File: config.mk
export PLATFORM = sky130hd
export DESIGN_NAME = addsub_pipe
export DESIGN_NICKNAME = d
export VERILOG_FILES = /design/src/rtl/addsub_pipe.sv
export SDC_FILE = /design/constraint.sdc
export NUM_CORES = 1
export LEC_CHECK = 0
export CAP_MARGIN = 20
export CORE_MARGIN = 2
export CORE_UTILIZATION = 50
export DETAILED_ROUTE_END_ITERATION = 7
export PLACE_DENSITY = 0.78
export SYNTH_ARGS = -nofsm -noshare
export SYNTH_HDL_FRONTEND = slang
export SYNTH_SLANG_ARGS = --single-unit
File: constraint.sdc
create_clock -name clk -period 3.3 [get_ports clk]
set_clock_uncertainty 0.2 [all_clocks]
set_input_delay 0.825 -clock clk [delete_from_list [all_inputs] [get_ports clk]]
set_output_delay 0.825 -clock clk [all_outputs]
set_load 0.01 [all_outputs]
File: src/rtl/addsub_pipe.sv
// Pipelined add/subtract unit: the carry chain is cut into SEG registered
// segments, each resolving WIDTH/SEG result bits, with a valid/ready handshake.
module addsub_pipe #(
  parameter int WIDTH = 32,
  parameter int SEG   = 4
) (
  input  logic             clk,
  input  logic             rst,
  input  logic             in_valid,
  output logic             in_ready,
  input  logic [WIDTH-1:0] a,
  input  logic [WIDTH-1:0] b,
  input  logic [1:0]       op,
  output logic             out_valid,
  input  logic             out_ready,
  output logic [WIDTH-1:0] c,
  output logic             ov,
  output logic             cf,
  output logic             zero
);

  localparam int SW = WIDTH / SEG;

  logic             stall;
  logic             out_valid_reg;
  logic [WIDTH-1:0] c_reg;
  logic             ov_reg;
  logic             cf_reg;
  logic             zero_reg;

  // Element k of each array is what segment k consumes this cycle.
  logic [WIDTH-1:0] a_pipe   [SEG];
  logic [WIDTH-1:0] bb_pipe  [SEG];
  logic [WIDTH-1:0] s_pipe   [SEG];
  logic             cin_pipe [SEG];
  logic [1:0]       op_pipe  [SEG];
  logic             v_pipe   [SEG];

  assign stall    = out_valid_reg & ~out_ready;
  assign in_ready = ~stall;

  assign a_pipe[0]   = a;
  assign bb_pipe[0]  = op[1] ? ~b : b;
  assign s_pipe[0]   = '0;
  assign cin_pipe[0] = op[1];
  assign op_pipe[0]  = op;
  assign v_pipe[0]   = in_valid;

  generate
    for (genvar gi = 0; gi < SEG; gi++) begin : g_seg
      logic [SW:0]      seg_sum;
      logic [WIDTH-1:0] sum_next;

      assign seg_sum  = {1'b0, a_pipe[gi][gi*SW +: SW]} + {1'b0, bb_pipe[gi][gi*SW +: SW]}
                      + {{SW{1'b0}}, cin_pipe[gi]};
      // Upper slices of the partial sum are still zero, so OR places this slice.
      assign sum_next = s_pipe[gi] | (WIDTH'(seg_sum[SW-1:0]) << (gi*SW));

      if (gi < SEG-1) begin : g_mid
        logic [WIDTH-1:0] a_reg;
        logic [WIDTH-1:0] bb_reg;
        logic [WIDTH-1:0] s_reg;
        logic             carry_reg;
        logic [1:0]       op_reg;
        logic             valid_reg;

        // Data only loads on valid beats so bubbles never disturb held values.
        always_ff @(posedge clk) begin
          if (rst) begin
            valid_reg <= 1'b0;
            a_reg     <= '0;
            bb_reg    <= '0;
            s_reg     <= '0;
            carry_reg <= 1'b0;
            op_reg    <= '0;
          end else if (!stall) begin
            valid_reg <= v_pipe[gi];
            if (v_pipe[gi]) begin
              a_reg     <= a_pipe[gi];
              bb_reg    <= bb_pipe[gi];
              s_reg     <= sum_next;
              carry_reg <= seg_sum[SW];
              op_reg    <= op_pipe[gi];
            end
          end
        end

        assign a_pipe[gi+1]   = a_reg;
        assign bb_pipe[gi+1]  = bb_reg;
        assign s_pipe[gi+1]   = s_reg;
        assign cin_pipe[gi+1] = carry_reg;
        assign op_pipe[gi+1]  = op_reg;
        assign v_pipe[gi+1]   = valid_reg;
      end else begin : g_last
        logic c_out;
        logic c_msb_in;

        assign c_out    = seg_sum[SW];
        assign c_msb_in = a_pipe[gi][WIDTH-1] ^ bb_pipe[gi][WIDTH-1] ^ sum_next[WIDTH-1];

        always_ff @(posedge clk) begin
          if (rst) begin
            out_valid_reg <= 1'b0;
            c_reg         <= '0;
            ov_reg        <= 1'b0;
            cf_reg        <= 1'b0;
            zero_reg      <= 1'b0;
          end else if (!stall) begin
            out_valid_reg <= v_pipe[gi];
            if (v_pipe[gi]) begin
              c_reg    <= sum_next;
              ov_reg   <= ~op_pipe[gi][0] & (c_msb_in ^ c_out);
              cf_reg   <= op_pipe[gi][1] ? ~c_out : c_out;
              zero_reg <= ~|sum_next;
            end
          end
        end
      end
    end
  endgenerate

  assign out_valid = out_valid_reg;
  assign c         = c_reg;
  assign ov        = ov_reg;
  assign cf        = cf_reg;
  assign zero      = zero_reg;

endmodule
==> results.yml, run 1 <==
logic_synthesis:
  synth_top_area_share: 0.471
  synth.top_cells.by_count: "nand2_1, dfxtp_1, a21oi_1"
  yosysMostFrequentCell: "nand2_1"
  synthCells: 1003
  yosysTopAreaCell: "dfxtp_1"
  async_flop_share: 0
  synth-compound-area-share: 0.165
  ys_seq_area_frac: 0.471
  synth_edf_count: 0
  ys.flop_type: "dfxtp_1"
  synth-xor-area-share: 0.0536
  syn_area_per_cell_um2: 8.14
  synth-seq-cells: 192
  syn_nets: 1108
  synth-simple-area-share: 0.208
  synth_area_leaders: "dfxtp_1, nand2_1, a21oi_1, ha_1, xnor2_1"
  synthMuxAreaShare: 0.00383
  synth-adder-area-share: 0.0600
  synth_cell_types: 46
  synth.cell_area_um2: 8170
  yosysWarnings: 0
  synth_top_family_by_area: "simple AND/OR/NAND/NOR gates"
cts:
  cts_root_buf: "clkbuf_16"
  clockBufferDepth: 2
  cts_hold_buf: 0
  cts_setup_buffers: 0
  cts-htree-levels: 4
  cts_tree: "built"
  clk_latency_ns: 0.43
  clkTransAtPathRegs_ns: 0.07
  cts_buffers: 17
  clock-sinks: 192
detailed_routing:
  routed_via_density: 5.21
  drt_wl_total_mm: 18.3
  postRouteAntennaNets: 0
  drt-pass1-iter-count: 5
  drc: 0
  drt_iter0_markers: 509
  via_count: 6859
  detail_route.wl_per_cell_um: 13.9
finish:
  fill_cells: 1402
  multi_input_area_um2: 4010
  regArea_um2: 3840
  area_delta_synth_final_pct: 23.4
  final_area_um2: 10100
  layout-drive-gt1-share: 0.0627
  antenna_cells: 0
  finalNetCount: 1192
  fin_util: 0.632
floorplanning:
  rows: 46
  core_area_um2: 15900
  die_x_um: 132
  die-area_um2: 17400
  io_pins: 107
  start_util: 0.512
  die_height_um: 132
critical_path:
  slowest_delay_ns: 0.51
  cp-start-kind: "flip-flop"
  endpoint_kind: "flip-flop"
  rr_worst_depth: 8
  cp.arrival_ns: 3.24
  crit_slowest_cell: "or4_1"
  path_class: "flip-flop to flip-flop"
  path_buf_inv: 0
  cp_top_family: "simple AND/OR/NAND/NOR gates"
  reg2reg_from: "g_seg[2].g_mid.bb_reg[24]"
  worstReg2RegEnd: "zero"
  crit_path_max_fanout: 2
  crit_chain: "fa_1 -> fa_2 -> a211oi_2 -> nor2_1 -> xor2_1 -> or4_1 -> or4b_1 -> a21oi_1"
  required_ns: 3.45
  regToRegSetupSlack_ns: 0.21
power_and_ir_drop:
  p_leak_nw: 3.68
  pwr-share-seq: 0.488
  power.density_nw_per_um2: 500
  intPower_mw: 3.83
  comb_power_share: 0.105
  swShare: 0.240
  switching_power_mw: 1.21
  clock_power_share: 0.408
  ir_drop_mv: 0.417
placed_design:
  dp_hpwl_mm: 13.2
  numPortBuffers: 106
  gp_congestion: 0.835
  place_ws_ns: -0.0287
  place_area_um2: 9480
timing:
  worst_pin_slew_ns: 0.678
  setup_ws_ns: 0.211
  fin_crit_ns: 3.09
  grt_setup_unrepaired: "no"
  hold_viol: 0
  max_freq_mhz: 324
  finalSetupViolCount: 0
  min_period_over_period: 0.936
  drv_slew: 0
  slew_headroom: 0.548
grt:
  grt_usage: 0.214
  grt_pass1_wl_mm: 30.7
  grt_pass1_vias: 6324
  grt_max_degree: 96
  grt_overflow: 0
  antenna_found_initial: 0
hold_path:
  worstHoldPathCells: 2
  hold_path_end: "g_seg[1].g_mid.op_reg[0]"
  holdCritStartpoint: "g_seg[0].g_mid.op_reg[0]"
  hold_class: "flip-flop to flip-flop"
flow_run:
  maxCapViolations: 0
run_status:
  outcome: "finished, final reports clean"
[layer usage]
metal / vias to the layer above / routed length, um / track usage
li1: 3522 / - / -
met1: 3141 / 8770 / 0.299
met2: 169 / 8380 / 0.336
met3: 27 / 761 / 0.0365
met4: 0 / 347 / 0.0749
met5: - / 0 / 0
[worst max-delay path by stage]
stage | endpoint | startpoint | slack [ns] | cells after the start
global placement | g_seg[0].g_mid.carry_reg | b[0] | -0.009 | 10
global route | zero | g_seg[2].g_mid.bb_reg[24] | 0.03 | 8
floorplan | g_seg[0].g_mid.s_reg[6] | op[1] | 0.21 | 10
detailed placement | g_seg[0].g_mid.carry_reg | b[0] | -0.03 | 10
CTS | zero | g_seg[2].g_mid.bb_reg[24] | 0.13 | 8
finish | zero | g_seg[2].g_mid.bb_reg[24] | 0.21 | 8
[power by group through the flow]
stage	Combinational (mW)	Sequential (mW)	Clock [mW]
detailed placement	0.528	2.51	0
global placement	0.520	2.51	0
floorplan	0.341	2.49	0
CTS	0.531	2.46	2.08
finish	0.528	2.46	2.05
global route	0.589	2.47	2.18
[tightest hold or removal path, cell delays in order, from the launching register on]
cell     delay [ns]
dfxtp_1        0.31
nand2_1        0.05
a21oi_1        0.05
[logic make-up after synthesis]
family	Yosys count
DFF	192
buffers and inverters	84
muxes	3
adders and majority gates	35
and+or+nand+nor	405
xor gates and xnor gates	50
AOI/OAI and AO/OA	234
[metrics by stage]
stage,power (mW),instances,hold slack (ns),TNS (ns)
2_1_floorplan,2.83,1003,0.221,0
4_1_cts,5.07,1316,0.252,0
3_5_place_dp,3.04,1284,0.243,-0.0477
5_1_grt,5.23,1316,0.266,0
3_3_place_gp,3.03,1284,0.238,-0.00921
6_report,5.04,1316,0.251,0
[layout make-up]
| type | count | share of cell area |
|---|---|---|
| flip-flops and latches | 192 | 0.381 |
| clock buffers | 20 | 0.0463 |
| multi-input cells | 727 | 0.397 |
| well taps | 216 | 0.0268 |
| repair buffers | 133 | 0.129 |
| inverters | 16 | 0.00645 |
| clock inverters | 12 | 0.0132 |
[cells in the final DEF (no fill, tap or decap), types with 2 or more instances in the layout]
cell	count
a21o_1	8
nor2_1	47
a21oi_1	159
xnor2_1	38
o211ai_1	10
dfxtp_1	192
clkdlybuf4s50_1	104
nand3_1	6
fa_1	6
ha_1	28
o31ai_1	3
nor3_1	15
clkbuf_16	17
buf_4	24
o21ai_0	6
buf_12	3
clkinvlp_4	3
o22ai_1	2
o21bai_1	5
xor2_1	12
or4_1	2
clkinv_4	3
clkinv_2	3
clkbuf_8	3
inv_6	2
nand3b_1	14
nor4_1	6
inv_1	15
bufinv_16	2
mux2i_1	2
a211o_1	2
nand2_1	298
and2_1	5
a211oi_1	33
[what timing repair did]
item,CTS,global route
hold endpoints to repair,0,0
setup endpoints to repair,0,1
resized for setup,0,1
Note: power is estimated with default switching activity, not from simulation.
==> inputs of run 2 (changes only) <==
- clock period: 3.3 -> 2.5 ns (I/O delays scaled with it)
==> run 2 against run 1 <==
Net effect:
- the run now ends with setup timing left
- worst hold slack got worse by 0.0037 ns
- register-to-register slack got worse by 0.60 ns
- clock power rose by 25%
- clock-buffer cell count shrank 2
- global-route usage is 0.25 points higher
- final cell count increased by 2.0%
- cell area increased by 2.9%
- fmax is 6.8% higher
- critical endpoint unchanged
- critical path depth is the same
- flip-flop and latch count unchanged
- largest power group unchanged
- total power up 30%
- wire length grew 1.8%
==> results.yml, run 2 (same netlist as run 1, synthesis figures left out) <==
run_status:
  outcome: "finished with violations"
  failed_checks: "setup timing"
cts:
  cts_buffers: 17
  clkTransAtPathRegs_ns: 0.07
  cts-htree-levels: 4
  cts_tree: "built"
  clockBufferDepth: 2
  clk_latency_ns: 0.43
  clock-sinks: 192
  cts_root_buf: "clkbuf_16"
grt:
  antenna_found_initial: 0
  busiest_layer: "met2"
  grt_pass1_vias: 6273
  grt_usage: 0.216
  grt_pass1_wl_mm: 30.9
  met3_usage: 0.0346
  gr-usage-met1: 0.314
  grt_max_degree: 90
  grt_use_met2: 0.324
  grt_overflow: 0
timing:
  grt_setup_unrepaired: "yes"
  setup_tns_ns: -0.740
  finalSetupViolCount: 3
  drv_slew: 0
  min_period_over_period: 1.16
  hold_viol: 0
  worst_pin_slew_ns: 0.662
  fin_crit_ns: 2.89
  max_freq_mhz: 346
  slew_headroom: 0.559
  setup_ws_ns: -0.392
finish:
  layout_commonest_cell: "nand2_1"
  finalNetCount: 1219
  layout-drive-gt1-share: 0.0968
  fin_util: 0.651
  final_area_um2: 10400
  antenna_cells: 0
  final_cell_mix: "nand2_1, dfxtp_1, a21oi_1"
  area_delta_synth_final_pct: 27.0
critical_path:
  cp.arrival_ns: 3.05
  cp-startpoint: "g_seg[2].g_mid.bb_reg[24]"
  reg2reg_from: "g_seg[2].g_mid.bb_reg[24]"
  cp-start-kind: "flip-flop"
  crit_path_max_fanout: 2
  crit_chain: "fa_2 -> fa_2 -> nor4_2 -> and4_1 -> nand4_1 -> or4_1 -> or4b_1 -> a21oi_1"
  path_class: "flip-flop to flip-flop"
  regToRegSetupSlack_ns: -0.39
  endpoint_kind: "flip-flop"
  slowest_delay_ns: 0.46
  cpMostUsedCell: "fa_2"
  rr_worst_depth: 8
  worstReg2RegEnd: "zero"
  crit_slowest_cell: "fa_2"
  required_ns: 2.66
floorplanning:
  die-area_um2: 17400
  die_height_um: 132
  rows: 46
  io_pins: 107
  die_x_um: 132
  core_area_um2: 15900
  start_util: 0.512
flow_run:
  maxCapViolations: 0
placed_design:
  dp_hpwl_mm: 13.3
  numPortBuffers: 106
  gp_congestion: 0.828
  place_ws_ns: -0.563
  place_area_um2: 9730
hold_path:
  hold_path_end: "g_seg[1].g_mid.a_reg[19]"
  worstHoldPathCells: 2
  hold_class: "flip-flop to flip-flop"
  holdCritStartpoint: "g_seg[0].g_mid.a_reg[19]"
power_and_ir_drop:
  switching_power_mw: 1.64
  clock_power_share: 0.391
  power.density_nw_per_um2: 633
  intPower_mw: 4.93
  total_power_mw: 6.57
  ir_drop_mv: 0.520
  p_leak_nw: 3.83
  pwr-share-seq: 0.494
  swShare: 0.250
  comb_power_share: 0.116
detailed_routing:
  routed_via_density: 5.19
  postRouteAntennaNets: 0
  drc: 0
  detail_route.wl_per_cell_um: 13.9
  via_count: 6961
  drt_iter0_markers: 530
  drt-pass1-iter-count: 5
  drt_wl_total_mm: 18.6
==> run 2: cell types whose count changed in the layout (fill, tap and decap cells not counted), moves of 3 or more <==
cell and delta:
a21oi_2 +5, buf_4 +23, clkbuf_8 -3, a21oi_1 -5, buf_12 +4, inv_6 +3
==> run 2: metal layers <==
layer / wire [um] / up-vias
met5: 0 / -
met4: 344 / 0
met3: 805 / 20
li1: - / 3590
met1: 9090 / 3153
met2: 8350 / 198
==> run 2: final cells by class <==
class / count / area (um^2)
flip-flops and latches: 192 / 3850
repair buffers: 160 / 1550
fillers: 1364 / 5570
multi-input cells: 727 / 4090
inverters: 16 / 65.1
well taps: 216 / 270
clock buffers: 18 / 429
clock inverters: 13 / 129
==> run 2: power groups by stage <==
stage                     Clock, mW  Combinational (mW)  Sequential, mW
final                          2.57               0.761            3.24
after global routing           2.74               0.835            3.25
after CTS                      2.62               0.754            3.24
after detailed placement          0               0.746            3.31
after global placement            0               0.733            3.31
after floorplan                   0               0.459            3.29
==> run 2: worst max-delay path by stage <==
| stage | cells past startpoint | to | slack, ns |
|---|---|---|---|
| finish | 8 | zero | -0.39 |
| global route | 8 | zero | -0.54 |
| CTS | 8 | zero | -0.43 |
| detailed placement | 9 | g_seg[0].g_mid.s_reg[6] | -0.56 |
| global placement | 9 | g_seg[0].g_mid.s_reg[6] | -0.46 |
| floorplan | 8 | zero | -0.33 |
==> run 2: worst max-delay path: cells and delay by family (launching register included) <==
family | cells | cell delay, ns
simple gates | 5 | 1.31
flops | 1 | 0.33
fa+ha+maj | 2 | 0.86
compound gates | 1 | 0.12
==> run 2: per-stage QoR <==
step,std cells,hold WS (ns)
after floorplan,1003,0.221
after global placement,1307,0.238
after detailed placement,1307,0.244
after CTS,1341,0.249
after global routing,1342,0.267
final,1342,0.247
==> run 2: repair_timing <==
item                                    CTS  global route
resized for setup                         9             5
pin swaps                                13            13
setup buffers                             4             2
hold buffers                              0             0
endpoints found under the setup margin    6             6
==> inputs of run 3 (changes only) <==
- CORE_MARGIN: 2 -> default
- CORE_UTILIZATION: 50 -> 51
- DONT_BUFFER_PORTS: default -> 1
- PLACE_DENSITY: 0.78 -> 0.71
==> run 3 against run 2 <==
Net effect:
- fmax is essentially flat
- flip-flop and latch count is the same
- via count shrank 7.3%
- largest cell class unchanged
- critical path type unchanged
- die area shrank 4.9%
- critical endpoint unchanged
- global-route usage grew 1.1 points
- cell area shrank 12%
- clock-buffer cell count grew 1
- the flow still finishes with violations (setup timing)
- critical path depth is the same
- final cell count shrank 10%
- clock power grew 7%
- sequential power is essentially flat
==> results.yml, run 3 (same netlist as run 1, synthesis figures left out) <==
detailed_routing:
  drt-pass1-iter-count: 5
  drc: 0
  drt_iter0_markers: 522
  drt_wl_total_mm: 17.9
  postRouteAntennaNets: 0
  routed_via_density: 5.35
  detail_route.wl_per_cell_um: 14.9
  via_count: 6453
grt:
  grt_usage: 0.227
  grt_max_degree: 210
  grt_pass1_vias: 5822
  busiest_layer: "met2"
  grt_overflow: 0
  met3_usage: 0.0478
  grt_pass1_wl_mm: 29.1
  grt_use_met2: 0.358
  antenna_found_initial: 0
  gr-usage-met1: 0.314
power_and_ir_drop:
  p_leak_nw: 3.31
  swShare: 0.233
  power.density_nw_per_um2: 716
  comb_power_share: 0.080
  pwr-share-seq: 0.498
  ir_drop_mv: 0.537
  clock_power_share: 0.423
  switching_power_mw: 1.52
  intPower_mw: 5.01
timing:
  setup_tns_ns: -0.649
  max_freq_mhz: 346
  worst_pin_slew_ns: 0.557
  min_period_over_period: 1.16
  setup_ws_ns: -0.391
  drv_slew: 0
  grt_setup_unrepaired: "yes"
  fin_crit_ns: 2.89
  whs_ns: 0.0902
  finalSetupViolCount: 3
  hold_viol: 0
  slew_headroom: 0.629
finish:
  layout-drive-gt1-share: 0.0804
  instances_no_fill: 1206
  antenna_cells: 0
  final_cell_mix: "nand2_1, dfxtp_1, a21oi_1"
  area_delta_synth_final_pct: 11.5
  finalNetCount: 1087
  layout_commonest_cell: "nand2_1"
floorplanning:
  die_x_um: 129
  start_util: 0.530
  io_pins: 107
  rows: 45
  die-area_um2: 16500
  core_area_um2: 15400
  die_height_um: 129
cts:
  cts_hold_buf: 0
  cts-htree-levels: 4
  clkTransAtPathRegs_ns: 0.07
  cts_tree: "built"
  cts_root_buf: "clkbuf_16"
  clock-sinks: 192
  clockBufferDepth: 2
  clk_latency_ns: 0.43
  cts_buffers: 17
critical_path:
  crit_path_max_fanout: 2
  endpoint_kind: "flip-flop"
  path_class: "flip-flop to flip-flop"
  reg2reg_from: "g_seg[2].g_mid.bb_reg[24]"
  required_ns: 2.66
  rr_worst_depth: 8
  cp.arrival_ns: 3.05
  regToRegSetupSlack_ns: -0.39
  cp-start-kind: "flip-flop"
  worstReg2RegEnd: "zero"
run_status:
  failed_checks: "setup timing"
  outcome: "finished with violations"
placed_design:
  gp_congestion: 0.833
  dp_cells: 1174
  numPortBuffers: 0
  dp_hpwl_mm: 12.4
flow_run:
  maxCapViolations: 0
hold_path:
  hold_path_end: "g_seg[1].g_mid.s_reg[5]"
  holdCritStartpoint: "rst"
  hold_class: "input port to flip-flop"
  worstHoldPathCells: 1
run 3: cell count changes in the layout (fill, tap and decap cells not counted), sizes merged:
| cell | before | now |
|---|---|---|
| buf | 56 | 28 |
| clkbuf | 18 | 19 |
| clkinv | 3 | 4 |
| dlygate4sd2 | 2 | 0 |
| clkdlybuf4s50 | 102 | 0 |
| inv | 21 | 18 |
| bufinv | 1 | 3 |
run 3: worst max-delay path by stage:
stage	startpoint	to	slack, ns	cells after the start
final	g_seg[2].g_mid.bb_reg[24]	zero	-0.39	8
after global routing	g_seg[2].g_mid.bb_reg[24]	zero	-0.55	8
after CTS	g_seg[2].g_mid.bb_reg[24]	zero	-0.44	8
after detailed placement	g_seg[2].g_mid.carry_reg	zero	-0.45	8
after global placement	g_seg[2].g_mid.carry_reg	zero	-0.42	8
after floorplan	g_seg[2].g_mid.carry_reg	zero	-0.33	8
run 3: cell type report:
type                    instances  area, um^2
fillers                      1470        6310
multi-input cells             727        4070
flip-flops and latches        192        3850
clock buffers                  19         443
well taps                     211         264
repair buffers                 28         260
clock inverters                13         161
inverters                      16        65.1
run 3: through the flow:
step                setup slack [ns]  power [mW]  utilization  area (um^2)
floorplan                     -0.334        3.75            -         8210
global placement              -0.423        3.82        0.549         8460
detailed placement            -0.446        3.83        0.549         8460
CTS                           -0.440        6.57        0.588         9070
global route                  -0.555        6.80        0.591         9110
finish                        -0.391        6.53        0.591         9110
run 3: what timing repair did:
item	4_1_cts	5_1_grt
setup endpoints to repair	3	4
gates resized for setup	2	8
pin swaps	8	6
setup buffers	0	0
run 3: critical path: stages (launching register included):
cell and delay, ns:
dfxtp_2 0.33, fa_2 0.39, fa_2 0.36, a211oi_2 0.23
nor2_1 0.08, xor2_1 0.15, or4_1 0.46, or4b_1 0.47
a21oi_1 0.14
run 3: power groups by stage:
stage          Clock, mW  Combinational (mW)  Sequential, mW
2_1_floorplan          0               0.459            3.29
3_3_place_gp           0               0.507            3.31
3_5_place_dp           0               0.516            3.32
4_1_cts             2.81               0.521            3.25
5_1_grt             2.95               0.586            3.26
6_report            2.76               0.519            3.25
run 3: layer usage:
metal | wire (um) | vias up
li1 | - | 3330
met5 | 0 | -
met4 | 148 | 0
met3 | 1000 | 11
met1 | 8590 | 2949
met2 | 8200 | 163
